<file path="config.mk">
export PLATFORM = sky130hd
export DESIGN_NAME = memory_unit_flat
export DESIGN_NICKNAME = d
export VERILOG_FILES = /design/src/rtl/memory_unit_pkg.sv /design/src/rtl/memory_unit_if.sv /design/src/rtl/memory_unit_pipeline.sv /design/src/rtl/memory_unit.sv /design/src/flat_wrapper.sv
export SDC_FILE = /design/constraint.sdc
export NUM_CORES = 1
export LEC_CHECK = 0
export ABC_AREA = 1
export ABC_CLOCK_PERIOD_IN_PS = 3500
export CAP_MARGIN = 0
export CORE_AREA = 4 4 125 127
export CTS_CLUSTER_DIAMETER = 50
export CTS_CLUSTER_SIZE = 40
export DETAILED_ROUTE_END_ITERATION = 16
export DIE_AREA = 0 0 129 131
export PLACE_DENSITY = 0.85
export RECOVER_POWER = 100
export SYNTH_ARGS = -nofsm -noshare
export SYNTH_HDL_FRONTEND = slang
export SYNTH_HIERARCHICAL = 1
export SYNTH_SLANG_ARGS = --single-unit
</file>
<file path="constraint.sdc">
create_clock -name clk -period 3.5 [get_ports clk]
set_input_delay 0.35 -clock clk [delete_from_list [all_inputs] [get_ports clk]]
set_output_delay 0.35 -clock clk [all_outputs]
set_load 0.005 [all_outputs]
</file>
<file path="src/rtl/memory_unit_pkg.sv">
// Shared definitions for the memory pipeline stage: opcode tags, instruction bit fields,
// writeback-address selects and the access FSM state type.
package cpu_pkg;

  localparam logic [6:0] OPCODE_NOP  = 7'b0100000;
  localparam logic [1:0] MEM_OP_TAG  = 2'b11;    // opcode[6:5] for STR/LDR
  localparam logic [3:0] LDR_LIT_TAG = 4'b1000;  // opcode[6:3] for LDR literal

  localparam int INSTR_L = 20;
  localparam int INSTR_W = 21;
  localparam int INSTR_P = 24;

  localparam logic [1:0] SEL_W_RN = 2'b10;
  localparam logic [1:0] SEL_W_RD = 2'b00;

  typedef enum logic {
    IDLE,
    ACCESS
  } mem_state_t;

  function automatic logic is_ldr_lit(input logic [6:0] op);
    return op[6:3] == LDR_LIT_TAG;
  endfunction

  function automatic logic is_mem_op(input logic [6:0] op);
    return (op[6:5] == MEM_OP_TAG) || is_ldr_lit(op);
  endfunction

  // Base-register writeback happens on write-back (W) or post-indexed (P=0) memory ops.
  function automatic logic [1:0] sel_w_addr1(input logic [6:0] op, input logic [31:0] instr);
    return (is_mem_op(op) && (instr[INSTR_W] || !instr[INSTR_P])) ? SEL_W_RN : SEL_W_RD;
  endfunction

endpackage

</file>
<file path="src/rtl/memory_unit_if.sv">
// Data-memory request/acknowledge bus: the stage is master, the memory is slave.
// The request is held with stable attributes until acknowledged.
interface memory_unit_if #(
  parameter int ADDR_W = 32
) ();

  logic              dmem_req;
  logic              dmem_we;
  logic [ADDR_W-1:0] dmem_addr;
  logic [31:0]       dmem_wdata;
  logic [31:0]       dmem_rdata;
  logic              dmem_ack;

  modport master (
    output dmem_req,
    output dmem_we,
    output dmem_addr,
    output dmem_wdata,
    input  dmem_rdata,
    input  dmem_ack
  );

  modport slave (
    input  dmem_req,
    input  dmem_we,
    input  dmem_addr,
    input  dmem_wdata,
    output dmem_rdata,
    output dmem_ack
  );

endinterface

</file>
<file path="src/rtl/memory_unit_pipeline.sv">
// Memory-stage register: captures execute-stage results on adv_i (NOP on flush), else holds.
// One-cycle latency; holding is the only backpressure response.
module memory_pipeline_unit
  import cpu_pkg::*;
(
  input  logic        clk,
  input  logic        rst_n,
  input  logic        adv_i,
  input  logic        flush_i,
  input  logic [31:0] instr_i,
  input  logic [6:0]  opcode_i,
  input  logic [3:0]  rn_i,
  input  logic [3:0]  rd_i,
  input  logic [31:0] alu_result_i,
  input  logic [31:0] store_data_i,
  output logic [31:0] instr_o,
  output logic [6:0]  opcode_o,
  output logic [3:0]  rn_o,
  output logic [3:0]  rd_o,
  output logic [31:0] alu_result_o,
  output logic [31:0] store_data_o,
  output logic [1:0]  sel_w_addr1_o
);

  logic [31:0] instr_q,      instr_d;
  logic [6:0]  opcode_q,     opcode_d;
  logic [3:0]  rn_q,         rn_d;
  logic [3:0]  rd_q,         rd_d;
  logic [31:0] alu_result_q, alu_result_d;
  logic [31:0] store_data_q, store_data_d;
  logic [1:0]  sel_q,        sel_d;

  always_comb begin
    instr_d      = instr_q;
    opcode_d     = opcode_q;
    rn_d         = rn_q;
    rd_d         = rd_q;
    alu_result_d = alu_result_q;
    store_data_d = store_data_q;
    sel_d        = sel_q;
    if (adv_i) begin
      if (flush_i) begin
        instr_d      = '0;
        opcode_d     = OPCODE_NOP;
        rn_d         = '0;
        rd_d         = '0;
        alu_result_d = '0;
        store_data_d = '0;
        sel_d        = SEL_W_RD;
      end else begin
        instr_d      = instr_i;
        opcode_d     = opcode_i;
        rn_d         = rn_i;
        rd_d         = rd_i;
        alu_result_d = alu_result_i;
        store_data_d = store_data_i;
        sel_d        = sel_w_addr1(opcode_i, instr_i);
      end
    end
  end

  always_ff @(posedge clk) begin
    if (!rst_n) begin
      instr_q      <= '0;
      opcode_q     <= OPCODE_NOP;
      rn_q         <= '0;
      rd_q         <= '0;
      alu_result_q <= '0;
      store_data_q <= '0;
      sel_q        <= SEL_W_RD;
    end else begin
      instr_q      <= instr_d;
      opcode_q     <= opcode_d;
      rn_q         <= rn_d;
      rd_q         <= rd_d;
      alu_result_q <= alu_result_d;
      store_data_q <= store_data_d;
      sel_q        <= sel_d;
    end
  end

  assign instr_o       = instr_q;
  assign opcode_o      = opcode_q;
  assign rn_o          = rn_q;
  assign rd_o          = rd_q;
  assign alu_result_o  = alu_result_q;
  assign store_data_o  = store_data_q;
  assign sel_w_addr1_o = sel_q;

endmodule

</file>
<file path="src/rtl/memory_unit.sv">
// Memory pipeline stage: stage register plus the data-memory load/store handshake FSM.
// Non-memory ops take 1 cycle, memory ops 1 + cycles-to-ack; stall_mem holds upstream meanwhile.
module memory_unit
  import cpu_pkg::*;
#(
  parameter int ADDR_W         = 32,
  parameter int TIMEOUT_CYCLES = 16
) (
  input  logic                 clk,
  input  logic                 rst_n,
  input  logic [31:0]          instr_in,
  input  logic [6:0]           opcode_in,
  input  logic [3:0]           rn_in,
  input  logic [3:0]           rd_in,
  input  logic [31:0]          alu_result_in,
  input  logic [31:0]          store_data_in,
  input  logic                 branch_in,
  input  logic                 sel_stall,
  memory_unit_if.master        dmem,
  output logic [6:0]           opcode_memory,
  output logic [3:0]           rn_memory,
  output logic [3:0]           rd_memory,
  output logic [1:0]           sel_w_addr1_memory,
  output logic [31:0]          instr_output,
  output logic [31:0]          alu_result_out,
  output logic [31:0]          load_data_out,
  output logic                 stall_mem,
  output logic                 mem_error
);

  localparam int CNT_W = $clog2(TIMEOUT_CYCLES + 1);
  localparam logic [CNT_W-1:0] CNT_LIMIT = CNT_W'(TIMEOUT_CYCLES);

  mem_state_t        state_q;
  logic [CNT_W-1:0]  cnt_q;
  logic [CNT_W-1:0]  cnt_inc;
  logic [31:0]       load_data_q;
  logic              mem_error_q;
  logic [31:0]       store_data_q;
  logic              adv;
  logic              is_load;

  assign stall_mem = (state_q == ACCESS);
  assign adv       = !sel_stall && !stall_mem;

  memory_pipeline_unit u_stage (
    .clk           (clk),
    .rst_n         (rst_n),
    .adv_i         (adv),
    .flush_i       (branch_in),
    .instr_i       (instr_in),
    .opcode_i      (opcode_in),
    .rn_i          (rn_in),
    .rd_i          (rd_in),
    .alu_result_i  (alu_result_in),
    .store_data_i  (store_data_in),
    .instr_o       (instr_output),
    .opcode_o      (opcode_memory),
    .rn_o          (rn_memory),
    .rd_o          (rd_memory),
    .alu_result_o  (alu_result_out),
    .store_data_o  (store_data_q),
    .sel_w_addr1_o (sel_w_addr1_memory)
  );

  assign is_load = instr_output[INSTR_L] || is_ldr_lit(opcode_memory);
  assign cnt_inc = (cnt_q == CNT_LIMIT) ? cnt_q : cnt_q + CNT_W'(1);

  always_ff @(posedge clk) begin
    if (!rst_n) begin
      state_q     <= IDLE;
      cnt_q       <= '0;
      load_data_q <= '0;
      mem_error_q <= 1'b0;
    end else begin
      case (state_q)
        IDLE: begin
          if (adv && !branch_in && is_mem_op(opcode_in)) begin
            state_q <= ACCESS;
            cnt_q   <= '0;
          end
        end
        ACCESS: begin
          // An ack on the final counted cycle still wins over the timeout.
          if (dmem.dmem_ack) begin
            state_q <= IDLE;
            if (is_load) begin
              load_data_q <= dmem.dmem_rdata;
            end
          end else if (cnt_inc == CNT_LIMIT) begin
            state_q     <= IDLE;
            cnt_q       <= cnt_inc;
            mem_error_q <= 1'b1;
            load_data_q <= '0;
          end else begin
            cnt_q <= cnt_inc;
          end
        end
        default: state_q <= IDLE;
      endcase
    end
  end

  assign dmem.dmem_req   = (state_q == ACCESS);
  assign dmem.dmem_we    = (state_q == ACCESS) && !is_load;
  assign dmem.dmem_addr  = alu_result_out[ADDR_W-1:0];
  assign dmem.dmem_wdata = store_data_q;

  assign load_data_out = load_data_q;
  assign mem_error     = mem_error_q;

endmodule

</file>
<file path="src/flat_wrapper.sv">
// flat-port wrapper written by rule: the top's interface ports become plain ports
module memory_unit_flat import cpu_pkg::*;
#(
  parameter int ADDR_W         = 32,
  parameter int TIMEOUT_CYCLES = 16
)
  (clk, rst_n, instr_in, opcode_in, rn_in, rd_in, alu_result_in, store_data_in, branch_in, sel_stall, opcode_memory, rn_memory, rd_memory, sel_w_addr1_memory, instr_output, alu_result_out, load_data_out, stall_mem, mem_error, dmem_dmem_req, dmem_dmem_we, dmem_dmem_addr, dmem_dmem_wdata, dmem_dmem_rdata, dmem_dmem_ack);
  memory_unit_if #(.ADDR_W(ADDR_W)) dmem_i ();
  input  logic clk;
  input  logic rst_n;
  input  logic [31:0] instr_in;
  input  logic [6:0] opcode_in;
  input  logic [3:0] rn_in;
  input  logic [3:0] rd_in;
  input  logic [31:0] alu_result_in;
  input  logic [31:0] store_data_in;
  input  logic branch_in;
  input  logic sel_stall;
  output logic [6:0] opcode_memory;
  output logic [3:0] rn_memory;
  output logic [3:0] rd_memory;
  output logic [1:0] sel_w_addr1_memory;
  output logic [31:0] instr_output;
  output logic [31:0] alu_result_out;
  output logic [31:0] load_data_out;
  output logic stall_mem;
  output logic mem_error;
  output wire logic [$bits(dmem_i.dmem_req)-1:0] dmem_dmem_req;
  output wire logic [$bits(dmem_i.dmem_we)-1:0] dmem_dmem_we;
  output wire logic [$bits(dmem_i.dmem_addr)-1:0] dmem_dmem_addr;
  output wire logic [$bits(dmem_i.dmem_wdata)-1:0] dmem_dmem_wdata;
  input wire logic [$bits(dmem_i.dmem_rdata)-1:0] dmem_dmem_rdata;
  input wire logic [$bits(dmem_i.dmem_ack)-1:0] dmem_dmem_ack;
  assign dmem_dmem_req = dmem_i.dmem_req;
  assign dmem_dmem_we = dmem_i.dmem_we;
  assign dmem_dmem_addr = dmem_i.dmem_addr;
  assign dmem_dmem_wdata = dmem_i.dmem_wdata;
  assign dmem_i.dmem_rdata = dmem_dmem_rdata;
  assign dmem_i.dmem_ack = dmem_dmem_ack;
  memory_unit #(.ADDR_W(ADDR_W), .TIMEOUT_CYCLES(TIMEOUT_CYCLES)) u_core (.clk(clk), .rst_n(rst_n), .instr_in(instr_in), .opcode_in(opcode_in), .rn_in(rn_in), .rd_in(rd_in), .alu_result_in(alu_result_in), .store_data_in(store_data_in), .branch_in(branch_in), .sel_stall(sel_stall), .dmem(dmem_i), .opcode_memory(opcode_memory), .rn_memory(rn_memory), .rd_memory(rd_memory), .sel_w_addr1_memory(sel_w_addr1_memory), .instr_output(instr_output), .alu_result_out(alu_result_out), .load_data_out(load_data_out), .stall_mem(stall_mem), .mem_error(mem_error));
endmodule
</file>
# Yosys cells after proc, flatten, opt, wreduce, memory -nomap -nowiden
# Cells that the tools add are included.
classes:
  n_bitwise: 2
  div_mod_pow: 0
  multipliers: 0
  mux: 19
  reduce_logical: 17
  order_cmp: 0
  eq_ne: 8
  n_addsub: 1
  shift: 0
op_table:
  columns: ["cell", "count"]
  rows:
  - ["32-bit two-way mux", 6]
  - ["5-bit two-way mux", 3]
  - ["5-bit == test (second input constant)", 2]
  - ["5-bit one-hot mux with 2 select lines", 1]
  - ["4-bit == test (second input constant)", 2]
  - ["4-bit two-way mux", 2]
  - ["7-bit two-way mux", 1]
  - ["3-bit AND reduction", 2]
  - ["5-bit by 1-bit adder with 5-bit output (second input constant)", 1]
  - ["1-bit logical AND", 5]
  - ["1-bit zero test", 5]
  - ["2-bit two-way mux", 2]
  - ["2-bit by 1-bit != test with 1-bit output (second input constant)", 2]
  - ["1-bit logical OR", 3]
  - ["1-bit two-way mux", 3]
  - ["2-bit == test (second input constant)", 1]
  - ["2-bit != test (second input constant)", 1]
  - ["1-bit inverter", 2]
  - ["1-bit one-hot mux with 2 select lines", 1]
  - ["2-bit AND reduction", 1]
  - ["2-bit nonzero test", 1]
totals:
  regBits: 152
  ramBits: 0
  romBits: 0
  latchBits: 0
  inputBits: 148
  wordCells: 58
  out_inout_bits: 181
  mem_count: 0

# Logic depth before layout (Yosys ltp)
depth:
  ltp_word: 6
  ltp_mapped: 12
  ltp_nobuf: 11

# By module
# The synthesis kept the hierarchy.
modules_own_cells:
  columns: ["mod", "instances", "cells_each", "area_per_inst_um2", "seq_area_each_um2"]
  rows:
  - ["memory_pipeline_unit", 1, 505, 4077.7, 2242.2]
  - ["memory_unit", 1, 249, 1900.6, 780.7]

# Worst setup path before layout
# No wires, ideal clock.
synth_path:
  path_type: "reg-to-reg"
  startpoint: "reg u_core.cnt_q[0]"
  endpoint: "reg u_core.load_data_q[12] (netlist: u_core/load_data_out[12])"
  arrival_ns: 1.493
  path_stages_with_launch: 12
  setup_time_ns: 0.134
  slack_ns: 1.873
  path_cell_list: "dfxtp_1 > inv_1 > ha_1 > nand2_1 > clkinv_1 > nand3_1 > nand2_1 > nor2_2 > nand4_4 > buf_6 > nand3_1 > a21oi_1"
synth_via:
  elab_chain_len: 5
  elab_cells_between_ends: 6
  classes_between: "1 x add/sub; 2 x eq/ne; 1 x mux; 2 x reduce/logical"
synth_lines:
  columns: ["item", "line_no", "rtl"]
  rows:
  - ["from (decl)", "memory_unit.sv:35", "logic [CNT_W-1:0] cnt_q;"]
  - ["from (signal assigned)", "memory_unit.sv:92", "cnt_q <= cnt_inc;"]
  - ["from (signal assigned)", "memory_unit.sv:96", "cnt_q <= cnt_inc;"]
  - ["5-bit by 1-bit adder with 5-bit output or 5-bit == test (tied branches)", "memory_unit.sv:67", "assign cnt_inc = (cnt_q == CNT_LIMIT) ? cnt_q : cnt_q + CNT_W'(1);"]
  - ["5-bit two-way mux (*)", "memory_unit.sv:67", null]
  - ["5-bit == test (*)", "memory_unit.sv:90", "end else if (cnt_inc == CNT_LIMIT) begin"]
  - ["2-bit nonzero test (no source line) (*)", null, null]
  - ["3-bit AND reduction (no source line) (*)", null, null]
  - ["to (signal assigned)", "memory_unit.sv:88", "load_data_q <= dmem.dmem_rdata;"]
  - ["to (decl)", "memory_unit.sv:37", "logic [31:0] load_data_q;"]
# Mark *: on every way between the ends. The rest lies on a longest branch, timed or not.
# A chain may end at the register's enable or synchronous reset.

# Worst setup path after layout
layout_path:
  startpoint: "in branch_in"
  endpoint: "reg u_core.u_stage.instr_q[11] (netlist: u_core/u_stage/instr_o[11])"
layout_via:
  elab_chain_len: 1
layout_lines:
  columns: ["item", "line_no", "rtl"]
  rows:
  - ["from (decl)", "flat_wrapper.sv:17", "input logic branch_in;"]
  - ["32-bit two-way mux", "memory_unit_pipeline.sv:42", "if (flush_i) begin"]
  - ["to (signal assigned)", "memory_unit_pipeline.sv:72", "instr_q <= instr_d;"]
  - ["to (decl)", "memory_unit_pipeline.sv:25", "logic [31:0] instr_q, instr_d;"]
# No other way between the ends.

==> results.md <==
* Final hold viol count at 0
* Hold path depth at 2
* Congestion Overflow GR at 0
* Yosys warnings at 6
* Final hold slack at between 0.4 and 0.5 ns
* Vias in the first global route at about 5800
* Die height at 131 µm
* Final core occ at 66.20%
* Slew HR at -13.75%
* Share of layout cells above drive strength 1 at under 10%
* Fin area at 9549 µm²
* Clk pin slew, worst setup/hold paths at 0.06 ns
* GP Congestion at approximately 0.85
* FP Rows at 44
* Post-synthesis adder-cell area fraction at less than 1%
* CP cell instances: clkdlybuf4s50_1, inv_1, buf_4, nand3_1, a21oi_1
* Inserted Clock Buffers at 17
* CP required at between 3 and 4 ns
* Starting Density at 41.45%
* Clock skew at between 0.007 and 0.008 ns
* Final Max Tran Viols at 55
* Clk_lat worst skew at 0.42 ns
* Worst EP arrival at 2.95 ns
* Mapped Area at around 6000 µm²
* Worst path max stage delay at approximately 1.3 ns
* Vias at just over 6000
* TritonCTS Sinks at 151
* Seq/Total Area, Yosys at around 51%
* HP Class: register to register
* Pre-CTS setup slack at between 1 and 1.5 ns
* Crit end category: register
* Cell Area, Placed at about 9000 µm²
* Max Fanout on Critical Path at 54
* Initial antenna violation count at 1
* Core Region at between 10000 and 15000 µm²
* Number of distinct library cells after synthesis at 26
* Met3 routed WL at 2134 µm
* ANT nets after route at 0
* Synth top area share at 50.57%
* Worst-Margin Slew at 1.706 ns
* P&R area growth vs syn at 59.73%
* Placed Cells incl. Taps at 1178
* Post-Route WL at between 20000 and 25000 µm
* Gates resized, CTS repair at 0
* Vias per Instance at 5.102
* Syn nets at 904
* CP Launch Type: input pin
* M1 wire length at 7296 µm
* First-pass GRT wire length at 30140 µm
* Leak at 3.882 nW
* Setup violation total in the final timing report at 0
* Area leader, netlist: dfxtp_1
* RSZ-0062 raised after global routing: false
* Mapped Cells at 754
* Setup CP Type: input pin to register
* Slowest stage cell, crit path: inv_1
* Total power at just over 4 mW
* Main combinational cell family by area after synthesis: simple AND/OR/NAND/NOR gates
* Yosys reg bits at 151
* Layout fillers at 1178
* Register Area at 3023 µm²
* Peak supply drop at 0.0002772 V
* Period Utilization, post-route at 74.70%
* Initial DRC count at 400
* Max Freq at 0.3825 GHz
* Post-synthesis mux area share at 0%
* Power per cell area at 429.5 nW/µm²
* Xor/xnor cell area share of the yosys netlist at less than 1%
* CTS H-tree depth at 4
* Post-DP HPWL at 14480 µm
* Worst Slack Setup Final at around 0.89 ns
* CTS root buffer: clkbuf_16
* Run status: finished, violations left
* Final non-filler cell total at 1210
* Most frequent cells in the layout: dlygate4sd3_1 (179), nand2_1 (164), nand3_1 (152)
* Max layer used: met5
* Minimum clock period at approximately 2.6 ns
* Max clock buf depth at 2
* Nets at 1163
* WL met2 at 10090 µm
* Die ar. at approximately 17000 µm²
* IO Port Bufs at 327
* Residual DRC at 0
* Post-Synth Simple-Gate Area at 24.74%
* # IOs at 329
* Hold buffer count at CTS at 0
* Failing checks: max-capacitance violations, max-slew violations
* Flop-to-flop setup slack at 1.34 ns
* Post-CTS Setup Bufs at 0
* Detailed Routing Iterations Pass 1 at 5
* MaxCap Viol Count at 1
* Number of diodes at 0
* Avg Synthesized Cell Area at 7.929 µm²
* Die X at 129 µm
* Synth Area in Compound Gates at 13.04%
* Largest cells by area after synthesis: dfxtp_1 (51%), nand3_1 (13%), a21oi_1 (12%)
* Most common cell after layout, fill and taps aside: dlygate4sd3_1
* Largest net degree at the start of global routing at 112
* DR WL/cell at ~17 µm
* CTS tree: built
* Gr usage total at 22.69%
* Final setup TNS at 0 ns
* Footprint of the multi-input gates at 2291 µm²
* Path depth of the worst reg2reg path at 10
## logic make-up after synthesis
kind of cell / Yosys count
other cells: 1
buf+inv: 112
xor+xnor: 1
compound gates: 154
simple gates: 333
fa+ha+maj: 2
flops: 151
## metal layers
metal  track usage [%]  up-vias
li1                  -     3013
met1             24.21     2829
met2             39.15      279
met3             9.472       51
met4             10.50        2
met5                 0        -
## power breakdown
group	leakage [nW]	total (mW)	internal [mW]	switching (mW)
sequential	1.23	1.80	1.77	0.0291
combinational	2.37	0.480	0.275	0.205
clock	0.283	1.82	1.11	0.711
total	3.88	4.10	3.16	0.945
## Yosys cell counts
cell type / n
o21ai_0: 1
nand2_1: 164
conb_1: 1
a21oi_1: 149
clkinv_1: 1
nand3_2: 2
nor2_2: 2
o211ai_1: 1
buf_4: 45
nor2_1: 11
inv_1: 14
buf_1: 2
a21oi_2: 1
buf_6: 3
o21bai_1: 1
buf_2: 32
nand4_4: 1
dfxtp_1: 151
xor2_2: 1
ha_1: 2
o21ai_1: 1
nand4_1: 2
inv_2: 2
nand3_1: 150
nor3_1: 1
clkbuf_1: 13
## layout make-up
type,count,area share (%)
clock buffer,22,4.966
clock inverter,10,1.245
inverter,17,0.6944
multi-input combinational,491,23.99
sequential,151,31.66
tap,184,2.411
timing repair buffer,335,35.04
## sequential cells by signal (all words and copies together), names as in the netlist, 4 cells and up
signal                       flops
u_core/cnt_q                     5
u_core/load_data_out            32
u_core/u_stage/alu_result_o     32
u_core/u_stage/instr_o          32
u_core/u_stage/opcode_o          7
u_core/u_stage/rd_o              4
u_core/u_stage/rn_o              4
u_core/u_stage/store_data_o     32
## critical path: cells and delay by family
| family | cells | cell delay (ns) |
|---|---|---|
| simple gates | 1 | 0.12 |
| buf+inv | 3 | 2.27 |
| compound gates | 1 | 0.19 |
## final timing paths
path,startpoint,to
setup reg to reg,u_core/cnt_q[0]$_SDFFE_PN0P_,u_core/load_data_out[23]$_SDFFE_PN0P_
hold / removal,u_core/u_stage/instr_o[5]$_SDFFE_PN0P_,u_core/u_stage/instr_o[5]$_SDFFE_PN0P_
hold reg to reg,u_core/u_stage/instr_o[5]$_SDFFE_PN0P_,u_core/u_stage/instr_o[5]$_SDFFE_PN0P_
setup / recovery,branch_in,u_core/u_stage/instr_o[11]$_SDFFE_PN0P_
(Power assumes the default switching activity.)
==> edit 1: new RTL, same settings <==
`instr_q` no longer has a reset.
--- a/src/rtl/memory_unit_pipeline.sv
+++ b/src/rtl/memory_unit_pipeline.sv
@@ -61,7 +61,6 @@
 
   always_ff @(posedge clk) begin
     if (!rst_n) begin
-      instr_q      <= '0;
       opcode_q     <= OPCODE_NOP;
       rn_q         <= '0;
       rd_q         <= '0;
@@ -69,7 +68,6 @@
       store_data_q <= '0;
       sel_q        <= SEL_W_RD;
     end else begin
-      instr_q      <= instr_d;
       opcode_q     <= opcode_d;
       rn_q         <= rn_d;
       rd_q         <= rd_d;
@@ -77,6 +75,10 @@
       store_data_q <= store_data_d;
       sel_q        <= sel_d;
     end
+  end
+
+  always_ff @(posedge clk) begin
+    instr_q <= instr_d;
   end
 
   assign instr_o       = instr_q;
Function: changed (Yosys sat finds a counterexample within 4 cycles, from zero or initial values and one cycle with rst_n low).
==> edit 1 against the original RTL <==
  * Power up 3.1%
  * Worst hold slack better by 0.55 ps
  * Largest cell class is now registers
  * Sequential cell count unchanged
  * Area after synthesis up 4.9%
  * Die area unchanged
  * Setup slack better by 260 ps
  * Cell area up 2.2%
  * Wire length down 4.1%
==> edit 1: results (changes against the original RTL) <==
| Metric | Value |
|---|---|
| Outcome | `completed` |
| Slowest stage cell, crit path | `clkbuf_2` |
| Initial DRC Count | `344 (-14%)` |
| Post-placement cell count | `1143 (-3.0%)` |
| Drt wl/cell | `16.5 um (-1.3%)` |
| Via Count | `5822 (-5.7%)` |
| Root Driver | `clkbuf_16` |
| Filler Cells Inserted | `1139 (-3.3%)` |
| CTS-repair resized insts | `0 (unchanged)` |
| Routed vias/inst | `4.95 (-2.9%)` |
| Post-synthesis sequential area ratio | `53.3% (+2.8 points)` |
| Worst Path Arrival | `2650 ps (-300 ps)` |
| Synth top area cells | `dfxtp_1, edfxtp_1, nand2_1` |
| Clock skew | `7.15 ps (-0.401 ps)` |
| First-pass GRT wire length | `29100 um (-3.5%)` |
| Initial antenna violation count | `0 (-1)` |
| Leak | `0.00403 uW (+3.9%)` |
| Hpwl dp | `13500 um (-6.6%)` |
| Vias in the first global route | `5684 (-1.8%)` |
| Fraction of layout cells with a size suffix above 1 | `6.76% (+2.4 points)` |
| Detailed-router iteration count before antenna repair | `4 (-1)` |
| Worst hold path class | `flop to flop` |
| Max Fanout on Critical Path | `46 (-15%)` |
| Critical Path Max Stage Delay | `690 ps (-560 ps)` |
| Tightest Pin Transition | `904 ps (-802 ps)` |
| Setup WS pre-CTS | `1190 ps (+145 ps)` |
| # Post-CTS Setup Buffers | `0 (unchanged)` |
| Number of enable flip-flop cells after synthesis | `32 (+32)` |
| Distinct cells, synth | `30 (+15%)` |
| Post-synth top cells | `nand2_1, dfxtp_1, nand3_1, a21oi_1` |
| Synth Net Count | `860 (-4.9%)` |
| Total Routing Usage GR | `22.0% (-0.67 points)` |
| GPL Wtd Cong | `0.800 (-5.8%)` |
| VDD IR max | `272 uV (-1.8%)` |
| Cell Area, Placed | `9290 um2 (+3.5%)` |
| Avg Cell Area, Syn | `8.83 um2 (+11%)` |
## edit 1: changes by cell type in the layout (fill, tap and decap cells not counted), sizes merged, moves of 2 or more
cell      delta
clkinvlp     -2
nor2        +32
inv         +32
edfxtp      +32
a21oi       -32
nand2       -32
dfxtp       -32
buf          -3
nand3       -32
clkinv       +3
## edit 1: cells by family after synthesis
group / share of synthesized area, %
and+or+nand+nor: 22.7
other: 0.0598
DFF: 53.3
adders and majority gates: 0.399
AOI/OAI and AO/OA: 11.1
buffers and inverters: 12.1
xor gates and xnor gates: 0.260
## edit 1: stage by stage
| stage | total power, uW | util, % |
|---|---|---|
| after floorplan | 2110 | - |
| after global placement | 2440 | 64.4 |
| after detailed placement | 2450 | 64.4 |
| after CTS | 4310 | 68.6 |
| after global routing | 4390 | 67.7 |
| final | 4230 | 67.7 |
## edit 1: path summary, 6_finish.rpt
| kind | startpoint | end | slack, ps | depth (start not counted) |
|---|---|---|---|---|
| min reg2reg | u_core/u_stage/rd_o[3]$_SDFFE_PN0P_ | u_core/u_stage/rd_o[3]$_SDFFE_PN0P_ | 460 | 2 |
| max | u_core/dmem.dmem_req$_SDFF_PN0_ | u_core/u_stage/store_data_o[31]$_SDFFE_PN0P_ | 1140 | 5 |
| min | u_core/u_stage/rd_o[3]$_SDFFE_PN0P_ | u_core/u_stage/rd_o[3]$_SDFFE_PN0P_ | 460 | 2 |
| max reg2reg | u_core/dmem.dmem_req$_SDFF_PN0_ | u_core/u_stage/store_data_o[31]$_SDFFE_PN0P_ | 1140 | 5 |
## edit 1: per-layer routing
metal | vias up | share of wire (%) | global-route usage [%]
met5 | - | 0 | 0
met4 | 0 | 2.6 | 9.33
met3 | 37 | 9.6 | 8.54
met2 | 263 | 50 | 37.8
met1 | 2685 | 37 | 24.4
li1 | 2837 | - | -
## edit 1: layout make-up
cell class              count  area (um2)  share of cell area, %
inverters                  48         186                   1.91
well taps                 184         230                   2.36
repair buffers            333        3340                   34.2
multi-input cells         427        2050                   21.0
clock buffers              20         467                   4.78
flip-flops and latches    151        3340                   34.3
clock inverters            12         143                   1.46
## edit 1: worst max-delay path, delay by kind of cell (launching register included)
| kind | cells | cell delay, ps |
|---|---|---|
| buf+inv | 2 | 1200 |
| compound gates | 1 | 90 |
| simple gates | 2 | 550 |
| flops | 1 | 350 |
## edit 1: report_power, final
part	switching (uW)	leakage, uW	internal, uW
sequential	30.7	0.00129	1850
clock	741	0.000299	1120
combinational	207	0.00244	286
total	979	0.00403	3250
==> edit 2: new RTL, same settings <==
Without the edit above. `ADDR_W` is set to 32 in 3 places; all go to 24.
--- a/src/rtl/memory_unit_if.sv
+++ b/src/rtl/memory_unit_if.sv
@@ -1,7 +1,7 @@
 // Data-memory request/acknowledge bus: the stage is master, the memory is slave.
 // The request is held with stable attributes until acknowledged.
 interface memory_unit_if #(
-  parameter int ADDR_W = 32
+  parameter int ADDR_W = 24
 ) ();
 
   logic              dmem_req;
--- a/src/rtl/memory_unit.sv
+++ b/src/rtl/memory_unit.sv
@@ -3,7 +3,7 @@
 module memory_unit
   import cpu_pkg::*;
 #(
-  parameter int ADDR_W         = 32,
+  parameter int ADDR_W         = 24,
   parameter int TIMEOUT_CYCLES = 16
 ) (
   input  logic                 clk,
--- a/src/flat_wrapper.sv
+++ b/src/flat_wrapper.sv
@@ -1,7 +1,7 @@
 // flat-port wrapper written by rule: the top's interface ports become plain ports
 module memory_unit_flat import cpu_pkg::*;
 #(
-  parameter int ADDR_W         = 32,
+  parameter int ADDR_W         = 24,
   parameter int TIMEOUT_CYCLES = 16
 )
   (clk, rst_n, instr_in, opcode_in, rn_in, rd_in, alu_result_in, store_data_in, branch_in, sel_stall, opcode_memory, rn_memory, rd_memory, sel_w_addr1_memory, instr_output, alu_result_out, load_data_out, stall_mem, mem_error, dmem_dmem_req, dmem_dmem_we, dmem_dmem_addr, dmem_dmem_wdata, dmem_dmem_rdata, dmem_dmem_ack);
Interface: changed (resized dmem_dmem_addr); port bits go from 329 to 321. No check against the original RTL was run, so the function may have changed too.
==> edit 2 against the original RTL <==
  * Cell area shrank 1.2%
  * Sequential power is essentially flat
  * Wire length shrank 1.8%
  * Setup slack lost 110 ps
  * Synthesized cell count shrank 1.1%
  * Final cell count shrank 0.66%
  * Highest routed layer is now met4
  * The flow still finishes with violations (capacitance limit, slew limit)
  * Critical path type unchanged
  * Sequential cell count is the same
  * Area after synthesis shrank 1.0%
  * Power shrank 1.8%
  * Sequential share of layout area grew 0.37 points
  * Critical path depth grew 2
==> edit 2: results (changes against the original RTL) <==
| Metric | Value |
|---|---|
| Post-synth top cells | `nand2_1, dfxtp_1, nand3_1, a21oi_1, buf_4` |
| VDD IR max | `282 uV (+1.8%)` |
| Warnings, synthesis | `6 (unchanged)` |
| Metal2 WL | `9980 um (-1.1%)` |
| Synth top area cells | `dfxtp_1, nand3_1, a21oi_1` |
| Slew headroom | `-45.1% (-31 points)` |
| Drt wl/cell | `16.5 um (-1.2%)` |
| Hpwl dp | `13900 um (-4.2%)` |
| Initial antenna violation count | `0 (-1)` |
| Hold Path Stages | `2 (unchanged)` |
| Port bufs | `319 (-2.4%)` |
| Leak | `0.00381 uW (-2.0%)` |
| Post-synthesis sequential area ratio | `51.1% (+0.51 points)` |
| Crit. Startpoint | `branch_in` |
| Synth Net Count | `896 (-0.88%)` |
| Top sig layer | `met4` |
| Slew Viols, Final | `111 (+100%)` |
| Total Routing Usage GR | `21.6% (-1.1 points)` |
| Total of max-cap violations | `1 (unchanged)` |
| Switching Fraction | `24.6% (+1.6 points)` |
| Routed wire length | `19900 um (-1.8%)` |
| Max Fanout on Critical Path | `110 (+100%)` |
| Pin count of the biggest net entering global routing | `112 (unchanged)` |
| Met3 wire length | `1640 um (-23%)` |
| R2R depth | `5 (-5)` |
| Via Count | `6159 (-0.24%)` |
| # Post-CTS Setup Buffers | `0 (unchanged)` |
| Detailed-router iteration count before antenna repair | `5 (unchanged)` |
| Failing checks | `capacitance limit, slew limit` |
| CTS Buf Count | `17 (unchanged)` |
| Outcome | `finished, violations left` |
| GPL Wtd Cong | `0.833 (-1.9%)` |
| Root Driver | `clkbuf_16` |
| Initial DRC Count | `447 (+12%)` |
| Worst hold path class | `flop to flop` |
| H-tree Lvls | `4 (unchanged)` |
| Distinct cells, synth | `26 (unchanged)` |
| Post-Syn Instances | `746 (-1.1%)` |
| First-pass GRT wire length | `28900 um (-4.1%)` |
| Post-placement cell count | `1169 (-0.76%)` |
| CTS-repair resized insts | `0 (unchanged)` |
| Insertion delay to the later sink of the worst-skew pair | `410 ps` |
| Met1 wire length | `7580 um (+3.9%)` |
| Vias in the first global route | `5611 (-3.0%)` |
| Clock skew | `5.67 ps (-1.88 ps)` |
| Fraction of registers with async set/reset | `0% (unchanged)` |
| Filler Cells Inserted | `1175 (-0.25%)` |
| Fraction of layout cells with a size suffix above 1 | `4.62% (+0.24 points)` |
| Worst r2r src | `u_core/dmem.dmem_req$_SDFF_PN0_` |
| CTS Buffer Depth | `2 (unchanged)` |
| Reg clk slew, reported paths | `60 ps (about the same)` |
| Hold_sp | `u_core/u_stage/opcode_o[0]$_SDFFE_PN0P_` |
| Worst Path Arrival | `3060 ps (+110 ps)` |
edit 2: changes by cell type after synthesis, sizes merged:
cell  before  now
buf       82   74
edit 2: critical path, stage by stage:
cell and delay (ps):
clkdlybuf4s50_1 460, clkinv_2 60, clkbuf_2 1490, nand3_1 300, nor2_1 180, nand2_1 70, a21oi_1 120
edit 2: cell type report:
type / count / area (um2) / area share [%]
antenna: 1 / 2.50 / 0.0265
clock buffer: 17 / 425 / 4.51
clock inverter: 15 / 144 / 1.52
inverter: 17 / 67.6 / 0.716
multi-input combinational: 491 / 2290 / 24.3
sequential: 151 / 3020 / 32.0
tap: 184 / 230 / 2.44
timing repair buffer: 326 / 3260 / 34.5
edit 2: power by group through the flow:
stage / Clock [uW] / Combinational, uW / Sequential, uW
final: 1760 / 472 / 1800
after global routing: 1870 / 507 / 1800
after CTS: 1810 / 497 / 1800
after detailed placement: 0 / 495 / 1840
after global placement: 0 / 489 / 1840
after floorplan: 0 / 180 / 1840
edit 2: routing by layer:
metal / GRT usage (%) / vias up
met5: 0 / -
met4: 10.9 / 0
met3: 7.07 / 49
met2: 36.6 / 272
met1: 24.3 / 2843
li1: - / 2995
edit 2: cell families after synthesis:
| kind of cell | synth area share (%) |
|---|---|
| adder cells (fa/ha/maj) | 0.423 |
| AO/OA/AOI/OAI | 13.2 |
| other | 0.0634 |
| XOR/XNOR | 0.275 |
| AND/OR/NAND/NOR | 25.0 |
| buffers and inverters | 10.0 |
| flip-flops | 51.1 |
edit 2: worst paths after layout:
kind	to	slack (ps)
max	u_core/u_stage/sel_w_addr1_o[1]$_SDFFE_PN0P_	770
min reg2reg	u_core/u_stage/opcode_o[0]$_SDFFE_PN0P_	460
min	u_core/u_stage/opcode_o[0]$_SDFFE_PN0P_	460
max reg2reg	u_core/u_stage/instr_o[31]$_SDFFE_PN0P_	1250
edit 2: metrics by stage:
stage,setup WS [ps],cell area [um2]
6_report,771,9440
5_1_grt,584,9440
2_1_floorplan,1870,5920
3_3_place_gp,1080,8890
3_5_place_dp,1030,8890
4_1_cts,1390,9460
